**src/rtl/connect4_pkg.sv**
```systemverilog
// -----------------------------------------------------------------------------
// connect4_pkg
// Shared definitions for the 4x4 Connect-4 move controller and the winner
// detector: board geometry, game status encodings, controller FSM states and
// the row/column to cell-index mapping.
// Cell index convention: index = row*4 + col, row 0 is the bottom row.
// -----------------------------------------------------------------------------
package connect4_pkg;

    localparam int unsigned BOARD_CELLS = 16;
    localparam int unsigned BOARD_COLS  = 4;
    localparam int unsigned BOARD_ROWS  = 4;

    // Status reported back by the winner detector.
    localparam logic [1:0] STILL_PLAYING = 2'b00;
    localparam logic [1:0] P1_WINS       = 2'b01;
    localparam logic [1:0] P2_WINS       = 2'b10;
    localparam logic [1:0] TIE           = 2'b11;

    typedef enum logic [2:0] {
        ST_IDLE   = 3'd0,
        ST_LOCATE = 3'd1,
        ST_SETTLE = 3'd2,
        ST_EVAL   = 3'd3,
        ST_OVER   = 3'd4
    } c4_state_e;

    // Cell index from row and column; row occupies the upper two bits.
    function automatic logic [3:0] cell_index(input logic [1:0] row, input logic [1:0] col);
        return {row, col};
    endfunction

endpackage

```
**src/rtl/connect4_move_ctrl_drop_locator.sv**
```systemverilog
// -----------------------------------------------------------------------------
// drop_locator
// Combinational gravity search: for the selected column, finds the lowest
// empty cell and reports whether the column is already full.
// Ports:
//   col_i   [1:0]  column to drop into
//   board_i [15:0] occupancy vector (bit = row*4 + col)
//   idx_o   [3:0]  cell index where the piece lands (top cell when full)
//   full_o         column has no empty cell
// -----------------------------------------------------------------------------
module drop_locator
    import connect4_pkg::*;
(
    input  logic [1:0]  col_i,
    input  logic [15:0] board_i,
    output logic [3:0]  idx_o,
    output logic        full_o
);

    logic [3:0] col_bits_s;  // occupancy of the selected column, bit = row

    assign col_bits_s[0] = board_i[cell_index(2'd0, col_i)];
    assign col_bits_s[1] = board_i[cell_index(2'd1, col_i)];
    assign col_bits_s[2] = board_i[cell_index(2'd2, col_i)];
    assign col_bits_s[3] = board_i[cell_index(2'd3, col_i)];

    // Lowest empty row wins; gravity keeps each column contiguous from row 0.
    always_comb begin
        idx_o  = cell_index(2'd3, col_i);
        full_o = 1'b0;
        if (!col_bits_s[0]) begin
            idx_o = cell_index(2'd0, col_i);
        end else if (!col_bits_s[1]) begin
            idx_o = cell_index(2'd1, col_i);
        end else if (!col_bits_s[2]) begin
            idx_o = cell_index(2'd2, col_i);
        end else if (!col_bits_s[3]) begin
            idx_o = cell_index(2'd3, col_i);
        end else begin
            full_o = 1'b1;
        end
    end

endmodule

```
**src/rtl/connect4_move_ctrl.sv**
```systemverilog
// -----------------------------------------------------------------------------
// connect4_move_ctrl
// Owns the 4x4 Connect-4 board. Accepts column drops, applies gravity and
// turn alternation, publishes the board to the winner detector and locks the
// board once the detector reports a win or tie.
//
// Optional feature macro: CONNECT4_UNDO_EN (single-level undo). When it is
// not defined, undo_req is ignored, undo_ack is tied low and no undo flag
// register exists.
//
// Parameters:
//   SETTLE_CYCLES  cycles between board write and status sample (>= 1)
// Ports:
//   clk, rst_n           clock, asynchronous active-low reset
//   new_game             synchronous clear, highest priority
//   move_valid/move_col  drop request and column
//   move_ready           high only in IDLE
//   move_ack / move_err  1-cycle pulses: piece placed / column full
//   undo_req / undo_ack  undo request / 1-cycle undo-applied pulse
//   game_status          detector status (00 playing, 01 P1, 10 P2, 11 tie)
//   game_board           occupancy, bit = row*4 + col
//   player_cells         owner of each occupied cell (0 = P1, 1 = P2)
//   current_player       player to move (0 = P1)
//   last_index           index of the most recently placed cell
//   game_over            high while locked in OVER
// -----------------------------------------------------------------------------
module connect4_move_ctrl
    import connect4_pkg::*;
#(
    parameter int unsigned SETTLE_CYCLES = 1
) (
    input  logic        clk,
    input  logic        rst_n,
    input  logic        new_game,
    input  logic        move_valid,
    input  logic [1:0]  move_col,
    output logic        move_ready,
    output logic        move_ack,
    output logic        move_err,
    input  logic        undo_req,
    output logic        undo_ack,
    input  logic [1:0]  game_status,
    output logic [15:0] game_board,
    output logic [15:0] player_cells,
    output logic        current_player,
    output logic [3:0]  last_index,
    output logic        game_over
);

    localparam int unsigned CNT_W = (SETTLE_CYCLES > 1) ? $clog2(SETTLE_CYCLES) : 1;
    localparam logic [CNT_W-1:0] CNT_LAST = CNT_W'(SETTLE_CYCLES - 1);

    c4_state_e    state_q, state_d;
    logic [1:0]   col_q, col_d;
    logic [15:0]  board_q, board_d;
    logic [15:0]  owner_q, owner_d;
    logic         player_q, player_d;
    logic [3:0]   last_q, last_d;
    logic [CNT_W-1:0] cnt_q, cnt_d;
    logic         ready_q, ready_d;
    logic         ack_q, ack_d;
    logic         err_q, err_d;
    logic         uack_q, uack_d;
    logic         over_q, over_d;

    logic [3:0]   loc_idx_s;
    logic         loc_full_s;
    logic         undo_go_s;

`ifdef CONNECT4_UNDO_EN
    logic         undo_flag_q, undo_flag_d;

    // An undo is only meaningful once a piece has been placed since the last undo.
    assign undo_go_s = undo_req & undo_flag_q;
`else
    logic         unused_undo_req_s;

    assign undo_go_s         = 1'b0;
    assign unused_undo_req_s = undo_req;
`endif

    drop_locator u_drop_locator (
        .col_i   (col_q),
        .board_i (board_q),
        .idx_o   (loc_idx_s),
        .full_o  (loc_full_s)
    );

    // Next-state and next-output computation for the move FSM.
    always_comb begin
        state_d  = state_q;
        col_d    = col_q;
        board_d  = board_q;
        owner_d  = owner_q;
        player_d = player_q;
        last_d   = last_q;
        cnt_d    = cnt_q;
        ack_d    = 1'b0;
        err_d    = 1'b0;
        uack_d   = 1'b0;
`ifdef CONNECT4_UNDO_EN
        undo_flag_d = undo_flag_q;
`endif
        if (new_game) begin
            state_d  = ST_IDLE;
            col_d    = 2'd0;
            board_d  = 16'h0000;
            owner_d  = 16'h0000;
            player_d = 1'b0;
            last_d   = 4'd0;
            cnt_d    = '0;
`ifdef CONNECT4_UNDO_EN
            undo_flag_d = 1'b0;
`endif
        end else begin
            case (state_q)
                ST_IDLE: begin
                    // A move request takes precedence over a simultaneous undo.
                    if (move_valid) begin
                        col_d   = move_col;
                        state_d = ST_LOCATE;
                    end else if (undo_go_s) begin
                        board_d[last_q] = 1'b0;
                        owner_d[last_q] = 1'b0;
                        player_d        = ~player_q;
                        uack_d          = 1'b1;
`ifdef CONNECT4_UNDO_EN
                        undo_flag_d     = 1'b0;
`endif
                    end else begin
                        state_d = ST_IDLE;
                    end
                end
                ST_LOCATE: begin
                    if (loc_full_s) begin
                        err_d   = 1'b1;
                        state_d = ST_IDLE;
                    end else begin
                        board_d[loc_idx_s] = 1'b1;
                        owner_d[loc_idx_s] = player_q;
                        last_d             = loc_idx_s;
                        player_d           = ~player_q;
                        ack_d              = 1'b1;
                        cnt_d              = '0;
                        state_d            = ST_SETTLE;
`ifdef CONNECT4_UNDO_EN
                        undo_flag_d        = 1'b1;
`endif
                    end
                end
                ST_SETTLE: begin
                    // Give the detector time to register the new board.
                    if (cnt_q == CNT_LAST) begin
                        state_d = ST_EVAL;
                    end else begin
                        cnt_d = cnt_q + CNT_W'(1);
                    end
                end
                ST_EVAL: begin
                    if (game_status != STILL_PLAYING) begin
                        state_d = ST_OVER;
                    end else begin
                        state_d = ST_IDLE;
                    end
                end
                ST_OVER: begin
                    state_d = ST_OVER;
                end
                default: begin
                    state_d = ST_IDLE;
                end
            endcase
        end
        // Level outputs are registered from the upcoming state.
        ready_d = (state_d == ST_IDLE);
        over_d  = (state_d == ST_OVER);
    end

    // State and registered outputs.
    always_ff @(posedge clk or negedge rst_n) begin
        if (!rst_n) begin
            state_q  <= ST_IDLE;
            col_q    <= 2'd0;
            board_q  <= 16'h0000;
            owner_q  <= 16'h0000;
            player_q <= 1'b0;
            last_q   <= 4'd0;
            cnt_q    <= '0;
            ready_q  <= 1'b1;
            ack_q    <= 1'b0;
            err_q    <= 1'b0;
            uack_q   <= 1'b0;
            over_q   <= 1'b0;
`ifdef CONNECT4_UNDO_EN
            undo_flag_q <= 1'b0;
`endif
        end else begin
            state_q  <= state_d;
            col_q    <= col_d;
            board_q  <= board_d;
            owner_q  <= owner_d;
            player_q <= player_d;
            last_q   <= last_d;
            cnt_q    <= cnt_d;
            ready_q  <= ready_d;
            ack_q    <= ack_d;
            err_q    <= err_d;
            uack_q   <= uack_d;
            over_q   <= over_d;
`ifdef CONNECT4_UNDO_EN
            undo_flag_q <= undo_flag_d;
`endif
        end
    end

    assign move_ready     = ready_q;
    assign move_ack       = ack_q;
    assign move_err       = err_q;
    assign undo_ack       = uack_q;
    assign game_board     = board_q;
    assign player_cells   = owner_q;
    assign current_player = player_q;
    assign last_index     = last_q;
    assign game_over      = over_q;

endmodule

```
**config.mk**
```make
export PLATFORM = sky130hd
export DESIGN_NAME = connect4_move_ctrl
export DESIGN_NICKNAME = d
export VERILOG_FILES = /design/src/rtl/connect4_pkg.sv /design/src/rtl/connect4_move_ctrl_drop_locator.sv /design/src/rtl/connect4_move_ctrl.sv
export SDC_FILE = /design/constraint.sdc
export NUM_CORES = 1
export LEC_CHECK = 0
export ABC_AREA = 1
export CAP_MARGIN = 15
export CORE_MARGIN = 3
export CORE_UTILIZATION = 50
export DETAILED_ROUTE_END_ITERATION = 6
export GPL_TIMING_DRIVEN = 0
export PLACE_DENSITY = 0.81
export SYNTH_ARGS = -nofsm -noshare
export SYNTH_HDL_FRONTEND = slang
export SYNTH_HIERARCHICAL = 1
export SYNTH_SLANG_ARGS = --single-unit
```
**constraint.sdc**
```tcl
create_clock -name clk -period 3.37 [get_ports clk]
set_input_delay 0.674 -clock clk [delete_from_list [all_inputs] [get_ports clk]]
set_output_delay 0.674 -clock clk [all_outputs]
set_load 0.01 [all_outputs]
```
==> results by stage, run 1 <==
Clocking:
- In this run, CTS created clock tree buffers numbering 5.
- The insertion delay to the later sink of the worst-skew pair is 0.29 ns.
- The post-cts gate resize count is 0.
- In this run the number of H-tree levels came out at 2.
- Post-CTS timing repair inserted 0 buffers for setup.
- The clock passes through at most 2 buffers.
- The number of buffers added to fix hold violations after cts is 0.
- Clock-pin slew was measured on the worst setup and hold paths at 0.08 ns.
- CTS placed an instance of sky130_fd_sc_hd__clkbuf_8 at the clock tree root.
- Clock tree synthesis found a total of 46 sinks.
- TritonCTS built the clock tree.

Floorplanning:
- Pin placement for this block handled 51 I/O pins.
- The die is 76.8 um wide.
- The number of rows created at floorplan is 25.
- The floorplan die height is 76.8 um.
- The area of the core is 4790 um^2.
- The die covers 5890 um^2.
- For this configuration, the core starts out at a cell density of 52.3%.

Power:
- The internal portion of the total power is 826 uW.
- In this run the power spent charging and discharging nets is 369 uW.
- Of the total power, the share spent switching nets is 30.9%.
- Registers are responsible for 49.2% of the overall power.
- The clock network accounts for 28.7% of the total power.
- VDD sags by at most 0.000236 V.
- The cell area power density is 376 nW/um^2.
- For this design the static power due to leakage is 0.00164 uW.
- The fraction of power consumed by combinational cells is 22.2%.

Worst setup path:
- The critical path launch point type is a register.
- The cell type of the slowest stage on the worst timing path is sky130_fd_sc_hd__a21oi_1.
- The worst setup path is captured at a register.
- The critical-path maximum fanout is 10.
- Walking the worst path, the cells encountered are buf_6 > inv_8 > nand2_1 > nand3_1 > nand2_1 > a21oi_1 > inv_1 > nor2_1 > nand2_1 > nand2_1 > nand2_1 > nand2_1 > nand2_1.
- At the worst endpoint, the required time is 3.56 ns.
- The most numerous cell on the critical path is sky130_fd_sc_hd__nand2_1.
- The cell type group with the largest total delay on the critical path is simple AND/OR/NAND/NOR gates.
- The worst endpoint data arrival time is 2.45 ns.
- The setup path with the least slack is of type reg -> reg.
- In this run the number of cells on the critical path is 13.
- The number of buffers and inverters on the critical path is 3.
- The depth of the most critical reg-to-reg path is 13.
- The delay contributed by the slowest stage of the critical path is 0.48 ns.

Job:
- The number of max-cap violations is 0.

Routing:
- The final routed wirelength across all metal layers is 6200 um.
- In the final routed layout, each cell accounts on average for 12.8 um.
- The first-pass iteration count of the detailed router is 5.
- The via count of the routed design is 2,387.
- The routed via count divided by cell count is 4.93.
- The number of remaining DRC errors is 0.
- The detailed router finished its first iteration with 146 violations.
- The remaining antenna violation count is 0.

Cells and area:
- The count of nets after finishing is 425.
- The finished cells cover 3180 um^2.
- The area overhead of the layout relative to synthesis is 27.1%.
- At the end of the flow the core is filled with cells to 66.5%.
- Cells with a size suffix above 1 make up 7.43% of the layout.
- 0 antenna diodes ended up in the layout.
- Counting the fill cells in the layout gives 440.
- The register area is 1150 um^2.
- In the final layout, the multi-input gates occupy 1100 um^2.

Logic synthesis:
- The synthesis warning total is 6.
- Summing every instance area after synthesis gives 2500 um^2.
- Synthesis produced a netlist with a net count of 369.
- Sequential cells were found to cover 46.0% of the synthesized design area.
- The distinct cell type count after synthesis is 23.
- The number of cells produced by synthesis is 360.
- The flop and latch count out of synthesis is 46.
- The synthesized area per cell is 6.95 um^2.

STA:
- The maximum operating frequency is 441 MHz.
- The final hold violation count is 0.
- Across the routed clock network, the largest skew measured is 0.00582 ns.
- At the pin with the least slew margin, the transition time is 0.573 ns.
- Setup repair after global routing left no endpoint under its margin.
- The max-slew violation count came to 0.
- Setup violations remaining at the end of the flow were counted as 0.
- The headroom to the max-slew limit is 61.8%.
- In the final timing run, aggregate negative setup slack is 0 ns.
- The final critical-path required period is 2.27 ns.
- The worst setup slack after layout is 1.10 ns.
- The ratio of final minimum period to clock period is 67.3%.

Placed design:
- The detailed placement HPWL is 4820 um.
- The post-placement setup slack is 1.16 ns.
- In this run the cell area measured after placement is 3090 um^2.
- The weighted congestion at the end of routability-driven global placement is 0.968.
- Input and output buffers added on the ports amount to 48.

Global route:
- The via count of the first global-routing pass came to 2,306.
- The total overflow reported by the global router is 0.
- The wire length of the first global-routing pass is 10,600 um.
- The maximum number of pins on one net before global-route repair is 25.
- The number of antenna violations at the first check in global routing is 0.
- The overall track demand over capacity in global routing is 22.2%.

Outcome:
- The run finished with clean final reports.

Worst hold path:
- The worst hold path belongs to the class in -> async.
registers in the layout (all words and copies together), names as in the netlist:
name            count
player_cells       16
move_ready          1
current_player      1
game_board         16
col_q               2
move_ack            1
move_err            1
last_index          4
game_over           1
state_q             3
logic make-up (layout without fill, tap and decap cells):
| kind of cell | after synthesis | count (layout) | share of synthesized area, % |
|---|---|---|---|
| AO/OA/AOI/OAI | 16 | 16 | 3.20 |
| buffers and inverters | 55 | 112 | 10.0 |
| AND/OR/NAND/NOR | 242 | 242 | 40.6 |
| flip-flops | 46 | 46 | 46.0 |
| other | 1 | 1 | 0.150 |
synth_stat cells:
master / count / area, um^2
sky130_fd_sc_hd__buf_1: 2 / 7.51
sky130_fd_sc_hd__conb_1: 1 / 3.75
sky130_fd_sc_hd__o21ai_0: 12 / 60.1
sky130_fd_sc_hd__nor2_4: 1 / 11.3
sky130_fd_sc_hd__buf_4: 5 / 37.5
sky130_fd_sc_hd__nand3_1: 19 / 95.1
sky130_fd_sc_hd__buf_6: 2 / 22.5
sky130_fd_sc_hd__nor2_2: 2 / 12.5
sky130_fd_sc_hd__inv_2: 2 / 7.51
sky130_fd_sc_hd__clkbuf_1: 5 / 18.8
sky130_fd_sc_hd__buf_2: 1 / 5.00
sky130_fd_sc_hd__nand2_1: 151 / 567
sky130_fd_sc_hd__dfrtp_1: 45 / 1130
sky130_fd_sc_hd__nand2_2: 4 / 25.0
sky130_fd_sc_hd__nor2_1: 47 / 176
sky130_fd_sc_hd__dfstp_2: 1 / 26.3
sky130_fd_sc_hd__inv_4: 1 / 6.26
sky130_fd_sc_hd__nand4_1: 16 / 100
sky130_fd_sc_hd__nand2_4: 1 / 11.3
sky130_fd_sc_hd__inv_8: 1 / 11.3
sky130_fd_sc_hd__inv_1: 36 / 135
sky130_fd_sc_hd__a21oi_1: 4 / 20.0
sky130_fd_sc_hd__nand3_4: 1 / 17.5
metrics by stage:
stage                     power [uW]  cells  hold WS, ns
after CTS                       1200    484        0.377
after detailed placement         861    476        0.462
after global placement           853    475        0.459
final                           1200    484        0.361
after floorplan                  766    360        0.378
after global routing            1260    484        0.381
per-layer routing:
| metal | up-vias | routed length (um) | global-route usage [%] |
|---|---|---|---|
| met4 | 0 | 70 | 7.07 |
| li1 | 1216 | - | - |
| met3 | 6 | 228 | 2.82 |
| met1 | 1111 | 3040 | 30.7 |
| met5 | - | 0 | 0 |
| met2 | 54 | 2860 | 36.4 |
layout by cell type (no fill, tap or decap), drive strengths merged:
cell type      netlist  final
nand4               16     16
clkinv               0      1
a21oi                4      4
dfstp                1      1
buf                 10     12
clkdlybuf4s50        0     47
nand2              156    156
o21ai               12     12
conb                 1      1
nor2                50     50
clkbuf               5     12
nand3               20     20
dfrtp               45     45
inv                 40     40
worst paths after layout:
kind / startpoint / endpoint / slack (ns)
worst max-delay path: col_q[0]$_DFFE_PN0P_ / player_cells[5]$_DFFE_PN0P_ / 1.10
worst min-delay path: rst_n / last_index[3]$_DFFE_PN0P_ / 0.36
worst max register to register: col_q[0]$_DFFE_PN0P_ / player_cells[5]$_DFFE_PN0P_ / 1.10
worst min register to register: last_index[1]$_DFFE_PN0P_ / last_index[1]$_DFFE_PN0P_ / 0.48
max in group asynchronous: rst_n / move_ready$_DFF_PN1_ / 2.42
min in group clk: last_index[1]$_DFFE_PN0P_ / last_index[1]$_DFFE_PN0P_ / 0.48
power groups by stage:
stage	registers (uW)	clock network (uW)	logic, uW
after floorplan	602	0	164
after global placement	599	0	254
after detailed placement	599	0	262
after CTS	588	350	264
after global routing	591	373	295
final	588	343	265
cell type report:
| class | instances | area share [%] |
|---|---|---|
| Buffer | 15 | 2.87 |
| Sequential cell | 46 | 36.2 |
| Clock buffer | 7 | 2.71 |
| Inverter | 40 | 5.03 |
| Clock inverter | 1 | 0.157 |
| Multi-Input combinational cell | 259 | 34.6 |
| Timing Repair Buffer | 49 | 15.8 |
| Tap cell | 67 | 2.63 |
(Power assumes the default switching activity.)
==> run 2: changes to the inputs <==
--- a/config.mk
+++ b/config.mk
@@ -8,10 +8,10 @@
 export ABC_AREA = 1
 export CAP_MARGIN = 15
 export CORE_MARGIN = 3
-export CORE_UTILIZATION = 50
+export CORE_UTILIZATION = 46
 export DETAILED_ROUTE_END_ITERATION = 6
 export GPL_TIMING_DRIVEN = 0
-export PLACE_DENSITY = 0.81
+export PLACE_DENSITY = 0.79
 export SYNTH_ARGS = -nofsm -noshare
 export SYNTH_HDL_FRONTEND = slang
 export SYNTH_HIERARCHICAL = 1
==> constraint.sdc (replaced) <==
create_clock -name clk -period 1.9 [get_ports clk]
set_input_delay 0.38 -clock clk [delete_from_list [all_inputs] [get_ports clk]]
set_output_delay 0.38 -clock clk [all_outputs]
set_load 0.01 [all_outputs]
==> run 2 against run 1 <==
Combinational power up 120%; final area up 6.3%; global-route usage down 1.5 points; core utilization down 1.1 points; via count up 3.9%; critical path depth unchanged; clock skew up 0.0037 ns; routed wire length up 3.7%; sequential power up 79%; worst setup slack worse by 1.0 ns; worst hold slack worse by 0.29 ns; maximum frequency up 24%; critical path type unchanged; critical endpoint is now player_cells[4]$_DFFE_PN0P_.
==> results by stage, run 2 (synthesized netlist as in run 1, its figures left out) <==
Worst setup path:
- Along the worst path, the maximum fanout reaches 6.
- The most critical setup path has its startpoint at col_q[0]$_DFFE_PN0P_.
- The worst setup path is captured at a register.
- Traced cell by cell, the critical path runs through buf_6 > inv_8 > nand2_2 > nand3_2 > nand2_2 > a21oi_4 > inv_2 > nor2_4 > nand2_2 > nand2_1 > nand2_1 > nand2_1 > nand2_1.
- The most numerous cell on the critical path is sky130_fd_sc_hd__nand2_1.
- Data on the critical path is required at its endpoint by 2.09 ns.
- Setup slack on the worst reg-to-reg path comes out at 0.07 ns.
- The worst endpoint data arrival time is 2.02 ns.
- The delay contributed by the slowest stage of the critical path is 0.42 ns.
- STA classifies the critical path startpoint as a register.
- The source of the worst register-to-register timing path is col_q[0]$_DFFE_PN0P_.
- The largest individual stage delay along the critical path comes from the cell sky130_fd_sc_hd__dfrtp_1.
- The setup path with the least slack is of type reg -> reg.

STA:
- The max-slew violation count is 0.
- The clock period could shrink to 1.83 ns.
- Setup repair after global routing could not meet its margin everywhere.
- Based on the critical path, the design can be clocked at up to 546 MHz.
- The headroom to the max-slew limit is 62.6%.
- The slew at the pin with the worst max-slew slack is 0.561 ns.
- The final hold violation count is 0.
- The total of endpoints with negative setup slack in the final report is 0.
- The ratio of final minimum period to clock period is 96.4%.
- Across the routed clock network, the largest skew measured is 0.00955 ns.
- Across all setup checks in the final design, the least slack found is 0.0675 ns.

Floorplanning:
- For this configuration, the core starts out at a cell density of 48.4%.
- The die width is 79.8 um.
- The die covers 6360 um^2.
- The floorplan die height is 79.8 um.
- The area of the core is 5170 um^2.
- In this run the count of I/O pins placed on the die edge is 51.
- The number of rows created at floorplan is 26.

Global route:
- The via count of the first global-routing pass was 2,240.
- The overall track demand over capacity in global routing is 20.8%.
- The first global-routing pass estimated 10,300 um of wire.
- The number of antenna violations at the first check in global routing is 0.
- Entering global routing, the biggest net connects 25 pins.
- Summed over all layers, the global routing overflow is 0.

Power:
- Summed over all cells, the static leakage comes to 0.00172 uW.
- The worst ir drop on vdd is 0.000503 V.
- For this design the ratio of total power to cell area is 645 nW/um^2.

Clocking:
- The number of sinks on the clock net is 46.
- TritonCTS built the clock tree.
- The clock tree root buffer cell is sky130_fd_sc_hd__clkbuf_8.
- Buffers inserted during clock tree synthesis total 5.
- The clock reaches the later pin of the worst-skew pair after 0.29 ns.
- The maximum level of the CTS H-tree is 2.
- The number of buffers on the longest clock path is 2.
- After clock tree synthesis, the clock-pin slew on the worst setup and hold paths is 0.08 ns.

Routing:
- The number of violations reported at the end of detailed-routing iteration 0 is 212.
- The remaining antenna violation count is 0.
- In the routed design, unresolved DRC markers number 0.
- The routed design has 6430 um of wire.
- The routed via count divided by cell count is 5.01.
- The average wire per cell in the routed design is 13.0 um.
- The via count of the routed design is 2,481.
- The first-pass iteration count of the detailed router is 5.

Worst hold path:
- The path type of the worst min-delay path is in -> async.

Cells and area:
- In the layout the commonest cells are sky130_fd_sc_hd__nand2_1, sky130_fd_sc_hd__clkdlybuf4s50_1, sky130_fd_sc_hd__dfrtp_1.
- The fraction of layout instances using a drive strength above 1 is 16.0%.
- The count of nets after finishing is 433.
- The finished cells cover 3380 um^2.
- The most common cell after layout, fill and taps aside is sky130_fd_sc_hd__nand2_1.
- The area overhead of the layout relative to synthesis is 35.1%.
- 0 antenna diodes ended up in the layout.

Placed design:
- Once placement finished, the instance area stood at 3090 um^2.
- Routability-driven placement finished with a final weighted congestion of 0.951.
- The detailed placement HPWL is 4630 um.
- At the placement stage, the worst setup path has a slack of -0.401 ns.
- The number of buffers added on ports is 48.

Outcome:
- The flow ran to the end, and the final reports show no timing, DRC or antenna violations.

Job:
- The number of max-cap violations is 0.
-- run 2: timing repair --
item,4_1_cts,5_1_grt
hold buffers,0,0
pin swaps,1,11
endpoints found under the setup margin,33,37
setup buffers,2,4
gates resized for setup,6,48
gates cloned,0,2
-- run 2: per-stage QoR --
stage | TNS, ns | util (%) | hold WS, ns | cells | power [uW]
finish | 0 | 65.4 | 0.0673 | 495 | 2180
global route | -0.696 | 65.4 | 0.105 | 495 | 2290
CTS | 0 | 62.0 | 0.0895 | 489 | 2100
detailed placement | -7.43 | 59.8 | 0.403 | 479 | 1520
global placement | -39.59 | 59.4 | 0.460 | 478 | 1510
floorplan | 0 | - | 0.0844 | 360 | 1360
-- run 2: worst paths after layout --
| path | endpoint | cells after the start |
|---|---|---|
| worst max-delay path | player_cells[4]$_DFFE_PN0P_ | 13 |
| worst min-delay path | move_ack$_DFF_PN0_ | 1 |
| worst max register to register | player_cells[4]$_DFFE_PN0P_ | 13 |
| worst min register to register | last_index[1]$_DFFE_PN0P_ | 2 |
| max in group asynchronous | move_ready$_DFF_PN1_ | 2 |
| min in group clk | last_index[1]$_DFFE_PN0P_ | 2 |
-- run 2: area by class of cell --
| class | instances | area [um^2] |
|---|---|---|
| tap | 70 | 87.6 |
| sequential | 46 | 1150 |
| buffer | 15 | 105 |
| inverter | 40 | 165 |
| fill | 435 | 1790 |
| multi-input combinational | 259 | 1230 |
| clock buffer | 8 | 80.1 |
| timing repair buffer | 56 | 553 |
| timing repair inverter | 1 | 6.26 |
-- run 2: worst max-delay path: cells and delay by family, from the launching register on --
family,cells,cell delay [ns]
flip-flops,1,0.42
buffers and inverters,3,0.33
AO/OA/AOI/OAI,1,0.24
AND/OR/NAND/NOR,9,0.73
-- run 2: layer usage --
metal | track usage [%] | routed length, um | vias up
li1 | - | - | 1238
met1 | 29.2 | 2860 | 1133
met2 | 33.7 | 3010 | 95
met3 | 3.05 | 453 | 15
met4 | 5.41 | 110 | 0
met5 | 0 | 0 | -
-- run 2: report_power, final --
| part | switching (uW) | internal (uW) | total (uW) |
|---|---|---|---|
| registers | 33.6 | 1010 | 1050 |
| clock network | 303 | 262 | 564 |
| logic | 365 | 208 | 573 |
| total | 701 | 1480 | 2180 |
==> run 3: changes to the inputs <==
--- a/config.mk
+++ b/config.mk
@@ -8,11 +8,12 @@
 export ABC_AREA = 1
 export CAP_MARGIN = 15
 export CORE_MARGIN = 3
-export CORE_UTILIZATION = 46
+export CORE_UTILIZATION = 25
 export DETAILED_ROUTE_END_ITERATION = 6
 export GPL_TIMING_DRIVEN = 0
-export PLACE_DENSITY = 0.79
+export PLACE_DENSITY = 0.49
 export SYNTH_ARGS = -nofsm -noshare
 export SYNTH_HDL_FRONTEND = slang
 export SYNTH_HIERARCHICAL = 1
 export SYNTH_SLANG_ARGS = --single-unit
+export TNS_END_PERCENT = 30
==> run 3 against run 2 <==
Final cell count is 13% higher; routed wire length is 15% higher; clock power grew 34%; critical path depth fell by 1; core utilization is 28 points lower; global-route usage shrank 7.6 points; combinational power grew 7.0%; clock skew decreased by 0.0025 ns; sequential power about the same; non-clock buffer count up 5; highest routed layer unchanged; critical path type unchanged; first-iteration DRC count fell by 53%; count of clock-buffer cells in the layout fell by 2.
==> results by stage, run 3 (synthesized netlist as in run 1, its figures left out) <==
Worst setup path:
- In this run the register-to-register setup slack is 0.07 ns.
- The worst setup path is launched from a register.
- The most critical setup path has its endpoint at game_board[5]$_DFFE_PN0P_.
- The type of the setup path with the least slack is reg -> reg.
- The worst register-to-register path ends at game_board[5]$_DFFE_PN0P_.
- The data required time at the worst endpoint is 2.12 ns.
- The beginning of the critical path is col_q[0]$_DFFE_PN0P_.
- Data on the critical path arrives at its endpoint at 2.05 ns.
- The nature of the critical path endpoint is a register.
- The source of the worst register-to-register timing path is col_q[0]$_DFFE_PN0P_.
- In this run the worst path has a maximum fanout of 10.
- The depth of the most critical reg-to-reg path is 12.

STA:
- Setup repair after global routing could not meet its margin everywhere.
- The total negative setup slack is 0 ns.
- After layout, the worst path uses 96.2% of the clock period.
- The maximum operating frequency is 547 MHz.
- The final hold violation count came to 0.
- For the final database, setup skew stands at 0.00708 ns.
- The total of endpoints with negative setup slack in the final report is 0.
- The worst hold slack across all endpoints is 0.478 ns.
- The max-slew violation count is 0.
- Measured against its own limit, the worst slew margin works out to 63.9%.
- At the pin with the least slew margin, the transition time is 0.541 ns.
- The final critical-path required period is 1.83 ns.

Global route:
- The maximum number of pins on one net before global-route repair is 35.
- The number of antenna violations at the first check in global routing is 0.
- The via count of the first global-routing pass is 2,386.
- Across every metal layer, demand over resource in global routing totals 13.1%.
- The total overflow reported by the global router is 0.
- The wire length of the first global-routing pass is 11,800 um.

Clocking:
- The clock tree root buffer cell is sky130_fd_sc_hd__clkbuf_8.
- The number of sinks on the clock net is 46.
- The clock passes through at most 2 buffers.
- The insertion delay to the later sink of the worst-skew pair is 0.30 ns.
- The clock slew seen by the registers of the worst setup and hold paths is 0.10 ns.
- The H-tree was split into 2 levels.
- TritonCTS built the clock tree.
- The number of buffers added by the clock tree synthesis step is 5.

Routing:
- The first-pass iteration count of the detailed router is 4.
- The detail route stage leaves a number of antenna-violating nets equal to 0.
- In the routed design, unresolved DRC markers number 0.
- The number of violations reported at the end of detailed-routing iteration 0 is 100.
- Dividing the detail-routed wire length by the instance count gives 13.2 um.
- The routed via count divided by cell count is 4.33.
- The detailed router placed 2,419 vias in this run.
- The final routed wirelength across all metal layers is 7380 um.

Placed design:
- Summed over all nets, the half-perimeter wirelength after detailed placement is 5420 um.
- The cell count after placement is 538.
- At the end of routability-driven placement, the weighted congestion stood at 0.819.
- The number of buffers added on ports is 48.

Cells and area:
- The count of nets after finishing is 438.
- The number of antenna cells inserted is 0.
- The area overhead of the layout relative to synthesis is 43.4%.
- Leaving out fill and tap cells, the most frequent cell in the layout is sky130_fd_sc_hd__nand2_1.
- The top cell types in the final layout, fill and taps aside, are sky130_fd_sc_hd__nand2_1, sky130_fd_sc_hd__clkdlybuf4s50_1, sky130_fd_sc_hd__dfrtp_1.
- The multi-input logic area is 1250 um^2.
- For this run, the share of the core covered by cells in the final layout is 37.8%.
- The register area is 1150 um^2.
- Excluding fillers, the count of instances in the completed layout stands at 559.
- The fraction of layout instances using a drive strength above 1 is 18.1%.
- The number of fillers in the final layout is 991.

Job:
- The tool flagged a number of max-cap violations equal to 0.

Floorplanning:
- After floorplanning, the core was divided into 35 placement rows.
- In this run the count of I/O pins placed on the die edge is 51.
- The die is 106 um tall.
- The die covers 11,300 um^2.
- The floorplan step defined a core boundary enclosing 9500 um^2.
- Once the floorplan was initialized, standard cells occupied 26.3% of the core.
- The die width is 106 um.

Power:
- Overall power consumption after layout is estimated at 2410 uW.
- The cell area power density is 673 nW/um^2.
- The leakage power total is 0.00176 uW.
- The worst ir drop on vdd is 0.000262 V.

Outcome:
- The flow ran to the end, and the final reports show no timing, DRC or antenna violations.

Worst hold path:
- The tightest min-delay check is of the reg -> reg type.
- The cell depth of the worst min-delay path is 2.
==> run 3: worst min-delay path by stage <==
stage / startpoint / endpoint / slack [ns]
final: last_index[2]$_DFFE_PN0P_ / last_index[2]$_DFFE_PN0P_ / 0.48
after global routing: last_index[3]$_DFFE_PN0P_ / last_index[3]$_DFFE_PN0P_ / 0.50
after CTS: last_index[2]$_DFFE_PN0P_ / last_index[2]$_DFFE_PN0P_ / 0.48
after detailed placement: rst_n / player_cells[12]$_DFFE_PN0P_ / 0.30
after global placement: last_index[2]$_DFFE_PN0P_ / last_index[2]$_DFFE_PN0P_ / 0.46
after floorplan: rst_n / col_q[0]$_DFFE_PN0P_ / 0.08
==> run 3: what timing repair did <==
item                       CTS  global route
hold buffers                 1             0
gates resized for setup      6            63
hold endpoints to repair    12             0
pin swaps                    1            12
setup buffers                5             5
setup endpoints to repair   33            38
gates cloned                 0             3
==> run 3: layout make-up <==
| cell class | instances | share of cell area (%) |
|---|---|---|
| Sequential cell | 46 | 32.1 |
| Clock inverter | 2 | 1.05 |
| Clock buffer | 6 | 2.02 |
| Tap cell | 129 | 4.50 |
| Multi-Input combinational cell | 259 | 34.9 |
| Timing Repair Buffer | 61 | 17.2 |
| Timing Repair inverter | 1 | 0.244 |
| Inverter | 40 | 4.81 |
| Buffer | 15 | 3.14 |
==> run 3: metrics by stage <==
step,setup slack (ns),cell area [um^2]
2_1_floorplan,0.160,2500
3_3_place_gp,-0.959,3150
3_5_place_dp,-0.358,3160
4_1_cts,0.0153,3340
5_1_grt,-0.0631,3590
6_report,0.0719,3590
==> run 3: per-layer routing <==
metal  routed length, um  vias up  track usage [%]
met5                   0        -                0
met4                  46        0             2.78
met3                 331        5             2.73
met2                3410       45             21.5
met1                3590     1130             18.0
li1                    -     1239                -
==> run 3: power by group <==
part / switching, uW / leakage [uW] / total [uW] / internal (uW)
registers: 34.8 / 0.000633 / 1050 / 1010
logic: 374 / 0.00108 / 613 / 238
clock network: 362 / 0.0000514 / 755 / 393
total: 771 / 0.00176 / 2410 / 1640
==> run 3: worst max-delay path, cell delays in order, from the launching register on <==
cell	delay (ns)
sky130_fd_sc_hd__dfrtp_1	0.41
sky130_fd_sc_hd__buf_6	0.18
sky130_fd_sc_hd__clkinv_8	0.08
sky130_fd_sc_hd__nand2_2	0.06
sky130_fd_sc_hd__nand3_2	0.08
sky130_fd_sc_hd__nand2_4	0.10
sky130_fd_sc_hd__nand2_4	0.08
sky130_fd_sc_hd__nor2_4	0.10
sky130_fd_sc_hd__inv_2	0.05
sky130_fd_sc_hd__nand3_4	0.16
sky130_fd_sc_hd__nand2_8	0.10
sky130_fd_sc_hd__buf_4	0.19
sky130_fd_sc_hd__o21ai_0	0.15
